## config.mk

```make
export PLATFORM = sky130hd
export DESIGN_NAME = vga_timing_gen
export DESIGN_NICKNAME = d
export VERILOG_FILES = /design/src/rtl/vga_pkg.sv /design/src/rtl/pix_tick_div.sv /design/src/rtl/vga_timing_gen.sv
export SDC_FILE = /design/constraint.sdc
export NUM_CORES = 1
export LEC_CHECK = 0
export ABC_AREA = 1
export CORE_AREA = 5 5 76 50
export DETAILED_ROUTE_END_ITERATION = 10
export DIE_AREA = 0 0 81 55
export PLACE_DENSITY = 0.78
export SLEW_MARGIN = 20
export SYNTH_ARGS = -nofsm -noshare
export SYNTH_HDL_FRONTEND = slang
export SYNTH_HIERARCHICAL = 1
export SYNTH_SLANG_ARGS = --single-unit
```

## constraint.sdc

```tcl
create_clock -name clk -period 2.1 [get_ports clk]
set_input_delay 0.42 -clock clk [delete_from_list [all_inputs] [get_ports clk]]
set_output_delay 0.42 -clock clk [all_outputs]
set_load 0.02 [all_outputs]
```

## src/rtl/vga_pkg.sv

```systemverilog
// vga_pkg: shared 640x480@60 VGA geometry for the timing generator and scenes.
// Holds region lengths, line/frame totals, sync-window bounds and coordinate width.
package vga_pkg;

    // Coordinate bus width and the largest total it can address.
    localparam int COORD_W   = 10;
    localparam int COORD_MAX = 1 << COORD_W;

    typedef logic [COORD_W-1:0] coord_t;

    // Horizontal regions, in pixels.
    localparam int VGA_H_VIS  = 640;
    localparam int VGA_H_FP   = 16;
    localparam int VGA_H_SYNC = 96;
    localparam int VGA_H_BP   = 48;

    // Vertical regions, in lines.
    localparam int VGA_V_VIS  = 480;
    localparam int VGA_V_FP   = 10;
    localparam int VGA_V_SYNC = 2;
    localparam int VGA_V_BP   = 33;

    localparam int VGA_H_TOTAL =
        VGA_H_VIS + VGA_H_FP + VGA_H_SYNC + VGA_H_BP;
    localparam int VGA_V_TOTAL =
        VGA_V_VIS + VGA_V_FP + VGA_V_SYNC + VGA_V_BP;

    // Sync windows as half-open ranges [start, end).
    localparam int VGA_HS_START = VGA_H_VIS + VGA_H_FP;
    localparam int VGA_HS_END   = VGA_HS_START + VGA_H_SYNC;
    localparam int VGA_VS_START = VGA_V_VIS + VGA_V_FP;
    localparam int VGA_VS_END   = VGA_VS_START + VGA_V_SYNC;

    // Registered per-pixel flags; all describe the same pixel as h/v_cnt.
    typedef struct packed {
        logic hsync;
        logic vsync;
        logic valid;
    } sync_t;

    // Idle pixel (0,0): syncs released, inside the visible area.
    localparam sync_t SYNC_RST = '{hsync: 1'b1, vsync: 1'b1, valid: 1'b1};

    // Unsigned test c in [lo, hi).
    function automatic logic in_window(coord_t c, int lo, int hi);
        return (int'(c) >= lo) && (int'(c) < hi);
    endfunction

endpackage

```

## src/rtl/pix_tick_div.sv

```systemverilog
// pix_tick_div: divides clk down to the pixel rate with a wrapping div_cnt.
// Ports: clk, rst_n (async, active-low) in; pix_tick out (last cycle of each pixel).
module pix_tick_div #(
    parameter int CLK_DIV = 4
) (
    input  logic clk,
    input  logic rst_n,
    output logic pix_tick
);

    // With CLK_DIV=1 a single always-zero bit keeps pix_tick stuck high.
    localparam int DW = (CLK_DIV > 1) ? $clog2(CLK_DIV) : 1;
    localparam logic [DW-1:0] LAST = DW'(CLK_DIV - 1);

    if (CLK_DIV < 1) begin : g_bad_div
        $error("pix_tick_div: CLK_DIV must be >= 1");
    end

    logic [DW-1:0] div_cnt;

    assign pix_tick = (div_cnt == LAST);

    always_ff @(posedge clk or negedge rst_n) begin
        if (!rst_n) begin
            div_cnt <= '0;
        end else if (pix_tick) begin
            div_cnt <= '0;
        end else begin
            div_cnt <= div_cnt + 1'b1;
        end
    end

endmodule

```

## src/rtl/vga_timing_gen.sv

```systemverilog
// vga_timing_gen: VGA pixel/line counters, active-low syncs, visible flag, strobes.
// Ports: clk, rst_n in; pix_tick, h_cnt, v_cnt, hsync, vsync, valid, line_end,
// frame_end out; frame_cnt out only when VGA_FRAME_COUNTER_EN is defined.
module vga_timing_gen
    import vga_pkg::*;
#(
    parameter int CLK_DIV = 4,
    parameter int H_VIS   = VGA_H_VIS,
    parameter int H_FP    = VGA_H_FP,
    parameter int H_SYNC  = VGA_H_SYNC,
    parameter int H_BP    = VGA_H_BP,
    parameter int V_VIS   = VGA_V_VIS,
    parameter int V_FP    = VGA_V_FP,
    parameter int V_SYNC  = VGA_V_SYNC,
    parameter int V_BP    = VGA_V_BP
) (
    input  logic               clk,
    input  logic               rst_n,
    output logic               pix_tick,
    output logic [COORD_W-1:0] h_cnt,
    output logic [COORD_W-1:0] v_cnt,
    output logic               hsync,
    output logic               vsync,
    output logic               valid,
    output logic               line_end,
`ifdef VGA_FRAME_COUNTER_EN
    output logic               frame_end,
    output logic [7:0]         frame_cnt
`else
    output logic               frame_end
`endif
);

    localparam int H_TOTAL  = H_VIS + H_FP + H_SYNC + H_BP;
    localparam int V_TOTAL  = V_VIS + V_FP + V_SYNC + V_BP;
    localparam int HS_START = H_VIS + H_FP;
    localparam int HS_END   = HS_START + H_SYNC;
    localparam int VS_START = V_VIS + V_FP;
    localparam int VS_END   = VS_START + V_SYNC;

    localparam coord_t H_LAST = coord_t'(H_TOTAL - 1);
    localparam coord_t V_LAST = coord_t'(V_TOTAL - 1);

    if (H_TOTAL > COORD_MAX || V_TOTAL > COORD_MAX) begin : g_bad_geom
        $error("vga_timing_gen: H_TOTAL/V_TOTAL exceed coordinate width");
    end

    coord_t h_nxt;
    coord_t v_nxt;
    logic   h_wrap;
    logic   v_wrap;
    sync_t  sync_nxt;
    sync_t  sync_q;

    pix_tick_div #(
        .CLK_DIV (CLK_DIV)
    ) u_div (
        .clk      (clk),
        .rst_n    (rst_n),
        .pix_tick (pix_tick)
    );

    assign h_wrap = (h_cnt == H_LAST);
    assign v_wrap = (v_cnt == V_LAST);

    // Next pixel position; h and v wrap on the same edge at frame end.
    always_comb begin
        h_nxt = h_cnt;
        v_nxt = v_cnt;
        if (pix_tick) begin
            if (h_wrap) begin
                h_nxt = '0;
                v_nxt = v_wrap ? '0 : v_cnt + 1'b1;
            end else begin
                h_nxt = h_cnt + 1'b1;
            end
        end
    end

    // Flags decoded from the next position so they land with the counters.
    always_comb begin
        sync_nxt       = SYNC_RST;
        sync_nxt.hsync = !in_window(h_nxt, HS_START, HS_END);
        sync_nxt.vsync = !in_window(v_nxt, VS_START, VS_END);
        sync_nxt.valid = in_window(h_nxt, 0, H_VIS) &&
                         in_window(v_nxt, 0, V_VIS);
    end

    always_ff @(posedge clk or negedge rst_n) begin
        if (!rst_n) begin
            h_cnt  <= '0;
            v_cnt  <= '0;
            sync_q <= SYNC_RST;
        end else begin
            h_cnt  <= h_nxt;
            v_cnt  <= v_nxt;
            sync_q <= sync_nxt;
        end
    end

    assign hsync = sync_q.hsync;
    assign vsync = sync_q.vsync;
    assign valid = sync_q.valid;

    assign line_end  = pix_tick && h_wrap;
    assign frame_end = line_end && v_wrap;

`ifdef VGA_FRAME_COUNTER_EN
    always_ff @(posedge clk or negedge rst_n) begin
        if (!rst_n) begin
            frame_cnt <= '0;
        end else if (frame_end) begin
            frame_cnt <= frame_cnt + 1'b1;
        end
    end
`endif

endmodule

```

==> flow_metrics.py, run 1 <==
metrics = {
    "die": {
        "die_h_microns": 55,
        "rows": 16,
        "die_x_microns": 81,
        "coreArea_sq_mm": 0.00308,
        "start_util_pct": 49.0,
        "num_io_pins": 28,
        "die_area_sq_mm": 0.00446,
    },
    "timing": {
        "skew_ns": 0.00501,
        "finalSetupViolCount": 0,
        "slew_headroom_pct": 76.8,
        "fin_crit_sh_pct": 93.7,
        "hold_slack_ns": 0.436,
        "grt_setup_unrepaired": "no",
        "hold_viol": 0,
        "fmax_mhz": 508,
        "slew_violations": 0,
        "tightest_slew_ns": 0.345,
        "fin_crit_ns": 1.97,
    },
    "cells_and_area": {
        "drive_above_1_share_pct": 20.2,
        "diodes": 0,
        "area_growth_pct": 34.2,
        "stdcell_count": 298,
        "nets": 260,
    },
    "setup_path": {
        "rr_startpoint": "u_div/div_cnt[0]$_DFF_PN0_",
        "rrSetupSlack_ns": 0.25,
        "crit_path_max_fanout": 3,
        "slowest_stage": "dfrtp_1",
        "r2r_cells": 9,
        "path_class": "flip-flop to output port",
        "path_buf_inv": 2,
        "cp_cell_sequence": "inv_1 > ha_1 > nand2_1 > nor2_1 > nand3_1 > nor2_2 > buf_4",
        "worst_r2r_endpoint": "hsync$_DFF_PN1_",
        "critPathRequiredTime_ns": 1.68,
        "cp.arrival_ns": 1.55,
        "worstSetupEndpointType": "output port",
        "max_stage_delay_ns": 0.39,
        "critPathTopFamily": "simple AND/OR/NAND/NOR gates",
        "worst_setup_path_start_kind": "flip-flop",
    },
    "cts": {
        "cts_tree": "built",
        "insertion_delay_ns": 0.27,
        "cts_setup_buffers": 0,
        "cts_max_level": 1,
        "cts_buffers": 3,
        "hold_buffers": 0,
        "cts_buffer_depth": 2,
        "cts.sinks": 25,
        "clk_pin_slew_ns": 0.08,
        "cts_root_buf": "clkbuf_8",
    },
    "detailed_routing": {
        "post_drt_wl_per_cell_microns": 12.7,
        "finalWirelength_mm": 3.79,
        "drt_iter0_markers": 80,
        "viasPerCell": 4.89,
        "drcViolationCount": 0,
        "first_pass_iters": 4,
        "dr_total_vias": 1457,
        "ant_nets": 0,
    },
    "power_and_ir_drop": {
        "power_density_mw_per_mm2": 381,
        "p_leak_uw": 0.00100,
        "peakVddDrop_uv": 381,
    },
    "logic_synthesis": {
        "synth.top_cell.area_share_pct": 36.4,
        "yosys.cell_types.count": 25,
        "ys_ff_latch": 25,
        "synth_fp_nets": 208,
        "synth_top_cells_by_area": "dfrtp_1 (36%), nand2_1 (12%), inv_1 (8.7%)",
        "synth.avg_cell_area_sq_um": 7.48,
        "ys_warn_count": 6,
        "syn_area_sq_mm": 0.00151,
        "yosysSeqAreaShare_pct": 41.6,
        "yosys.area.top_type": "dfrtp_1",
        "syn_inst": 202,
    },
    "hold_path": {
        "hold_path_depth": 1,
        "hold_end": "u_div/div_cnt[0]$_DFF_PN0_",
        "hp-start": "u_div/div_cnt[0]$_DFF_PN0_",
        "hold_class": "flip-flop to flip-flop",
    },
    "global_routing": {
        "grt_pass1_vias": 1328,
        "grt_antenna_before_repair": 0,
        "grt_max_degree": 26,
        "grt-ovfl-total": 0,
        "track_usage_pct": 18.7,
        "grt_pass1_wl_mm": 6.20,
    },
    "place": {
        "gp_congestion": 0.961,
        "io_buffers": 27,
        "dp_cells": 294,
        "dpl.hpwl_mm": 3.02,
    },
    "status": {
        "status": "finished clean",
    },
    "run": {
        "maxCapViolCount": 0,
    },
}
-- worst register-to-register path: cells and delay by family (launching register included) --
kind | cells | cell delay (ns)
simple gates | 5 | 0.69
flops | 1 | 0.36
compound gates | 2 | 0.35
fa+ha+maj | 1 | 0.20
buf+inv | 1 | 0.19
-- metrics by stage --
stage | power (uW) | setup TNS, ns | area (sq um) | worst slack (ns) | util, %
floorplan | 491 | 0 | 1510 | 0.182 | -
finish | 772 | 0 | 2030 | 0.133 | 65.8
global placement | 504 | 0 | 1990 | 0.0738 | 64.5
global route | 801 | 0 | 2030 | 0.00128 | 65.8
CTS | 785 | 0 | 2030 | 0.0239 | 65.9
detailed placement | 504 | -0.0144 | 1990 | -0.0144 | 64.5
-- worst max-delay path by stage --
| stage | startpoint | end | cells after the start |
|---|---|---|---|
| final | v_cnt[0]$_DFF_PN0_ | frame_end | 7 |
| after global routing | v_cnt[0]$_DFF_PN0_ | frame_end | 7 |
| after CTS | v_cnt[0]$_DFF_PN0_ | frame_end | 7 |
| after detailed placement | v_cnt[0]$_DFF_PN0_ | frame_end | 7 |
| after global placement | h_cnt[0]$_DFF_PN0_ | frame_end | 6 |
| after floorplan | u_div/div_cnt[0]$_DFF_PN0_ | vsync$_DFF_PN1_ | 11 |
-- cell usage in the layout, fill, tap and decap left out --
cell type / Yosys / final
nor3_1: 7 / 7
nand2_2: 2 / 2
nand3_4: 1 / 1
nand3_2: 2 / 2
a21oi_1: 1 / 1
inv_2: 6 / 6
nor2_2: 3 / 3
nor2_1: 18 / 18
clkbuf_8: 0 / 3
dlymetal6s2s_1: 0 / 1
nor2_4: 5 / 5
ha_1: 4 / 4
xor2_1: 1 / 1
nand4_1: 7 / 7
dfrtp_1: 22 / 22
inv_1: 35 / 35
buf_4: 1 / 22
a31oi_1: 2 / 2
xnor2_1: 2 / 2
dfstp_2: 3 / 3
nand2_1: 49 / 49
inv_4: 1 / 1
clkbuf_1: 0 / 1
clkdlybuf4s50_1: 0 / 24
o21ai_1: 3 / 3
nor3_2: 2 / 2
clkbuf_2: 0 / 1
o21bai_1: 2 / 2
nand3_1: 19 / 19
o21ai_0: 4 / 4
-- flip-flops by register name, indices dropped and copies added (netlist names) --
register	flops
h_cnt	10
vsync	1
v_cnt	10
valid	1
hsync	1
u_div/div_cnt	2
-- cells in the mapped netlist, drive strengths merged --
| master | count |
|---|---|
| nand2 | 51 |
| inv | 42 |
| nor2 | 26 |
| dfrtp | 22 |
| nand3 | 22 |
| nor3 | 9 |
| nand4 | 7 |
| o21ai | 7 |
| ha | 4 |
| dfstp | 3 |
| a31oi | 2 |
| o21bai | 2 |
| xnor2 | 2 |
| a21oi | 1 |
| buf | 1 |
| xor2 | 1 |
-- cell families (layout without fill, tap and decap cells) --
logic type / after synthesis / in the layout / share of synthesized area [%]
fa+ha+maj: 4 / 4 / 3.31
buf+inv: 43 / 94 / 11.1
flops: 25 / 25 / 41.6
xor+xnor: 3 / 3 / 1.74
compound gates: 12 / 12 / 4.47
simple gates: 115 / 115 / 37.7
-- timing repair --
| item | 4_1_cts | 5_1_grt |
|---|---|---|
| setup endpoints to repair | 2 | 3 |
| gates resized for setup | 4 | 5 |
| pin swaps | 0 | 0 |
-- power breakdown --
group	internal [uW]	switching [uW]
logic	2.85	9.10
registers	481	0
clock network	136	143
-- final cells by class --
class	count	area, sq um
Fill cell	282	1050
Multi-Input combinational cell	134	714
Sequential cell	25	629
Timing Repair Buffer	48	423
Inverter	42	160
Tap cell	45	56.3
Clock buffer	4	45.0
-- layer usage --
metal | GRT usage, % | up-vias | wire length [microns]
li1 | - | 734 | -
met1 | 29.2 | 656 | 2020
met2 | 26.0 | 59 | 1470
met3 | 4.53 | 8 | 256
met4 | 2.81 | 0 | 41
met5 | 0 | - | 0
(Power assumes the default switching activity.)
==> run 2, diff against run 1 <==
--- a/config.mk
+++ b/config.mk
@@ -6,10 +6,10 @@
 export NUM_CORES = 1
 export LEC_CHECK = 0
 export ABC_AREA = 1
-export CORE_AREA = 5 5 76 50
+export CORE_AREA = 5 5 91 59
+export CTS_BUF_LIST = sky130_fd_sc_hd__clkbuf_8 sky130_fd_sc_hd__clkbuf_16
 export DETAILED_ROUTE_END_ITERATION = 10
-export DIE_AREA = 0 0 81 55
-export PLACE_DENSITY = 0.78
+export DIE_AREA = 0 0 96 64
 export SLEW_MARGIN = 20
 export SYNTH_ARGS = -nofsm -noshare
 export SYNTH_HDL_FRONTEND = slang
==> run 2 against run 1 <==
Compared with the run above: total power rose by 0.88%; worst hold slack improved by 0.024 ns; first-iteration DRC count fell by 13%; sequential power barely moved; sequential cell count did not move.
==> flow_metrics.py, run 2 (synthesis results as in run 1) <==
metrics = {
    "setup_path": {
        "crit_path_max_fanout": 5,
        "slowest_stage": "dfrtp_1",
        "cp.arrival_ns": 1.57,
        "critPathTopFamily": "simple AND/OR/NAND/NOR gates",
        "worstSetupEndpointType": "output port",
        "path_buf_inv": 2,
        "max_stage_delay_ns": 0.35,
        "critPathRequiredTime_ns": 1.68,
        "cp_cell_sequence": "ha_1 > nand2_1 > nor2_4 > nand3_4 > inv_4 > clkdlybuf4s15_1",
        "worst_setup_path_start_kind": "flip-flop",
        "path_class": "flip-flop to output port",
    },
    "power_and_ir_drop": {
        "power.internal_uw": 617,
        "swShare_pct": 20.8,
        "power_frac_comb_pct": 1.6,
        "peakVddDrop_uv": 273,
        "power_density_mw_per_mm2": 375,
        "p_sw_uw": 162,
        "p_leak_uw": 0.00102,
        "power.clock.fraction_pct": 36.6,
        "p_seq_share_pct": 61.8,
    },
    "global_routing": {
        "track_usage_pct": 13.5,
        "grt_antenna_before_repair": 0,
        "grt_max_degree": 26,
        "grt-ovfl-total": 0,
        "grt_pass1_wl_mm": 6.51,
        "grt_pass1_vias": 1340,
    },
    "cts": {
        "cts_buffer_depth": 2,
        "cts_buffers": 3,
        "clk_pin_slew_ns": 0.09,
        "insertion_delay_ns": 0.27,
        "cts_max_level": 1,
        "cts.sinks": 25,
        "hold_buffers": 0,
        "cts_root_buf": "clkbuf_8",
        "cts_tree": "built",
    },
    "timing": {
        "hold_viol": 0,
        "slew_violations": 0,
        "finalSetupViolCount": 0,
        "grt_setup_unrepaired": "no",
        "fmax_mhz": 502,
        "slew_headroom_pct": 78.0,
        "fin_crit_sh_pct": 94.8,
        "tightest_slew_ns": 0.329,
        "fin_setup_tns_ns": 0,
        "hold_slack_ns": 0.459,
        "fin_crit_ns": 1.99,
        "skew_ns": 0.00363,
    },
    "die": {
        "coreArea_sq_mm": 0.00442,
        "die_h_microns": 64,
        "die_x_microns": 96,
        "num_io_pins": 28,
        "start_util_pct": 34.2,
        "die_area_sq_mm": 0.00614,
        "rows": 19,
    },
    "cells_and_area": {
        "final_common_cell": "nand2_1",
        "final_area_sq_mm": 0.00208,
        "final_cell_mix": "nand2_1 (49), inv_1 (35), clkdlybuf4s50_1 (24), buf_4 (24), dfrtp_1 (22)",
        "area_growth_pct": 37.4,
        "drive_above_1_share_pct": 21.1,
        "utilization_pct": 47.0,
        "stdcell_count": 319,
        "diodes": 0,
        "reg_top3": "h_cnt: 10 flops, v_cnt: 10 flops, u_div/div_cnt: 2 flops",
        "nets": 263,
    },
    "detailed_routing": {
        "post_drt_wl_per_cell_microns": 12.1,
        "viasPerCell": 4.48,
        "drcViolationCount": 0,
        "dr_total_vias": 1429,
        "finalWirelength_mm": 3.86,
        "first_pass_iters": 4,
        "drt_iter0_markers": 70,
        "ant_nets": 0,
    },
    "hold_path": {
        "hold_class": "flip-flop to flip-flop",
    },
    "status": {
        "status": "finished clean",
    },
    "run": {
        "maxCapViolCount": 0,
    },
    "place": {
        "io_buffers": 27,
        "dpl.hpwl_mm": 3.16,
        "dpl_cell_area_sq_mm": 0.00203,
        "gp_congestion": 0.784,
        "dp_cells": 315,
    },
}
-- run 2: what timing repair did --
action                                 CTS  global route
setup endpoints to repair                2             3
endpoints found under the hold margin    0             0
setup buffers                            0             0
gates resized for setup                  4             3
-- run 2: path summary, 6_finish.rpt --
check	from	endpoint	slack (ns)	depth (start not counted)
setup / recovery	h_cnt[0]$_DFF_PN0_	line_end	0.11	6
hold / removal	u_div/div_cnt[0]$_DFF_PN0_	u_div/div_cnt[0]$_DFF_PN0_	0.46	1
setup reg to reg	u_div/div_cnt[0]$_DFF_PN0_	valid$_DFF_PN1_	0.22	11
hold reg to reg	u_div/div_cnt[0]$_DFF_PN0_	u_div/div_cnt[0]$_DFF_PN0_	0.46	1
max in group asynchronous	rst_n	vsync$_DFF_PN1_	1.29	2
min in group asynchronous	rst_n	h_cnt[7]$_DFF_PN0_	0.51	2
-- run 2: power groups by stage --
stage	sequential, uW	combinational, uW	clock (uW)
6_report	481	12.3	285
5_1_grt	481	14.7	316
4_1_cts	481	13.4	303
3_5_place_dp	491	13.6	0
3_3_place_gp	491	13.4	0
2_1_floorplan	491	0.000431	0
-- run 2: cell type report --
class,instances,area [sq um]
Multi-Input combinational cell,134,714
Fill cell,470,2340
Clock buffer,3,41.3
Inverter,42,160
Sequential cell,25,629
Timing Repair Buffer,51,448
Tap cell,63,78.8
Clock inverter,1,5.00
-- run 2: metrics by stage --
step / setup WS, ns / total power (uW)
after detailed placement: 0.00433 / 504
after floorplan: 0.182 / 491
after global placement: 0.0441 / 504
after CTS: 0.0214 / 798
final: 0.109 / 779
after global routing: 0.00384 / 812
-- run 2: per-layer routing --
layer	vias to the layer above	global-route usage, %	routed length [microns]
met5	-	0	0
met1	648	22.0	2180
met2	37	18.0	1430
met3	0	3.99	248
li1	744	-	-
met4	0	1.06	0
==> run 3, diff against run 2 <==
--- a/config.mk
+++ b/config.mk
@@ -6,10 +6,11 @@
 export NUM_CORES = 1
 export LEC_CHECK = 0
 export ABC_AREA = 1
-export CORE_AREA = 5 5 91 59
+export CORE_AREA = 5 5 81 53
 export CTS_BUF_LIST = sky130_fd_sc_hd__clkbuf_8 sky130_fd_sc_hd__clkbuf_16
 export DETAILED_ROUTE_END_ITERATION = 10
-export DIE_AREA = 0 0 96 64
+export DIE_AREA = 0 0 86 58
+export PLACE_DENSITY = 0.69
 export SLEW_MARGIN = 20
 export SYNTH_ARGS = -nofsm -noshare
 export SYNTH_HDL_FRONTEND = slang
==> run 3 against run 2 <==
Compared with the run above: maximum frequency up 1.3%; sequential share of layout area is 0.37 points higher; sequential cell count unchanged; worst setup slack gained 0.025 ns; total power rose by 0.49%; worst hold slack got worse by 0.029 ns; sequential power about the same; critical path type unchanged; critical endpoint is now frame_end; highest routed layer is now met4.
==> flow_metrics.py, run 3 (synthesis results as in run 1) <==
metrics = {
    "status": {
        "status": "finished clean",
    },
    "hold_path": {
        "hold_path_depth": 1,
        "hold_class": "flip-flop to flip-flop",
    },
    "place": {
        "gp_congestion": 0.864,
        "post-place-ws_ns": -0.000557,
        "dpl.hpwl_mm": 3.12,
        "io_buffers": 27,
        "dpl_cell_area_sq_mm": 0.00201,
    },
    "cells_and_area": {
        "final_area_sq_mm": 0.00205,
        "drive_above_1_share_pct": 21.5,
        "area_growth_pct": 35.8,
        "final_common_cell": "nand2_1",
        "diodes": 0,
        "nets": 263,
        "reg_top3": "h_cnt: 10 flops, v_cnt: 10 flops, u_div/div_cnt: 2 flops",
        "n_fill_cell": 324,
        "final_cell_mix": "nand2_1 (49), inv_1 (35), clkdlybuf4s50_1 (24), buf_4 (24), dfrtp_1 (22)",
    },
    "die": {
        "coreArea_sq_mm": 0.00351,
        "num_io_pins": 28,
        "rows": 17,
        "start_util_pct": 43.1,
        "die_area_sq_mm": 0.00499,
        "die_x_microns": 86,
        "die_h_microns": 58,
    },
    "cts": {
        "cts_root_buf": "clkbuf_8",
        "cts.sinks": 25,
        "cts_tree": "built",
        "hold_buffers": 0,
        "insertion_delay_ns": 0.27,
        "clk_pin_slew_ns": 0.09,
        "cts_buffers": 3,
        "cts_max_level": 1,
        "cts_buffer_depth": 2,
    },
    "timing": {
        "slew_headroom_pct": 78.3,
        "fin_crit_sh_pct": 93.6,
        "grt_setup_unrepaired": "no",
        "skew_ns": 0.00461,
        "fmax_mhz": 509,
        "hold_viol": 0,
        "finalSetupViolCount": 0,
        "tightest_slew_ns": 0.326,
        "setup_ws_ns": 0.134,
        "slew_violations": 0,
        "hold_slack_ns": 0.430,
        "fin_crit_ns": 1.97,
    },
    "power_and_ir_drop": {
        "power_density_mw_per_mm2": 381,
        "p_leak_uw": 0.00102,
        "peakVddDrop_uv": 265,
    },
    "setup_path": {
        "r2r_cells": 11,
        "path_class": "flip-flop to output port",
        "worst_setup_path_start_kind": "flip-flop",
        "worstSetupEndpointType": "output port",
        "crit_path_max_fanout": 6,
        "critPathRequiredTime_ns": 1.68,
        "cp.arrival_ns": 1.55,
    },
    "global_routing": {
        "grt_pass1_vias": 1339,
        "grt_pass1_wl_mm": 6.53,
        "grt-ovfl-total": 0,
        "grt_max_degree": 26,
        "track_usage_pct": 16.6,
        "grt_antenna_before_repair": 0,
    },
    "detailed_routing": {
        "post_drt_wl_per_cell_microns": 12.6,
        "finalWirelength_mm": 3.81,
        "drt_iter0_markers": 87,
        "ant_nets": 0,
        "drcViolationCount": 0,
        "viasPerCell": 4.67,
        "dr_total_vias": 1416,
        "first_pass_iters": 5,
    },
    "run": {
        "maxCapViolCount": 0,
    },
}
run 3: changes by cell type in the layout (fill, tap and decap cells not counted), sizes merged:
cell | before | now
clkbuf | 3 | 4
clkdlybuf4s15 | 1 | 0
run 3: layout make-up:
type	instances	area [sq um]	area share (%)
repair buffers	51	443	21.6
well taps	47	58.8	2.87
flip-flops and latches	25	629	30.7
multi-input cells	134	714	34.8
inverters	42	160	7.80
clock inverters	1	5.00	0.244
clock buffers	3	41.3	2.01
run 3: worst max-delay path, cell delays in order, from the launching register on:
cell	delay, ns
dfrtp_1	0.37
ha_1	0.20
nand2_1	0.11
nor2_4	0.15
nand3_4	0.13
nor2_2	0.14
buf_2	0.17
run 3: repair_timing:
item | CTS | global route
setup buffers | 0 | 0
setup endpoints to repair | 2 | 3
resized for setup | 4 | 4
run 3: power by group:
| group | internal (uW) | switching (uW) | leakage [uW] |
|---|---|---|---|
| Combinational | 2.84 | 9.41 | 0.000668 |
| Sequential | 481 | 0 | 0.000325 |
| Clock | 133 | 156 | 0.0000255 |
run 3: metal layers:
metal  track usage, %  part of all wire (%)  vias up
li1                 -                     -      746
met5                0                     0        -
met1             26.2                    56      627
met3             3.98                   6.1        2
met4             2.71                  0.45        0
met2             22.9                    37       41
run 3: worst paths after layout:
check	end	startpoint	slack [ns]
worst min register to register	u_div/div_cnt[0]$_DFF_PN0_	u_div/div_cnt[0]$_DFF_PN0_	0.43
worst max register to register	vsync$_DFF_PN1_	h_cnt[1]$_DFF_PN0_	0.29
worst min-delay path	u_div/div_cnt[0]$_DFF_PN0_	u_div/div_cnt[0]$_DFF_PN0_	0.43
max in group asynchronous	hsync$_DFF_PN1_	rst_n	1.30
worst max-delay path	frame_end	h_cnt[1]$_DFF_PN0_	0.13
min in group asynchronous	h_cnt[7]$_DFF_PN0_	rst_n	0.51
run 3: through the flow:
step	power, uW	utilization [%]	setup TNS (ns)	cells
after floorplan	491	-	0	202
after global placement	504	57.4	0	299
after detailed placement	504	57.4	-0.000557	299
after CTS	801	58.7	0	303
after global routing	821	58.5	0	303
final	782	58.5	0	303
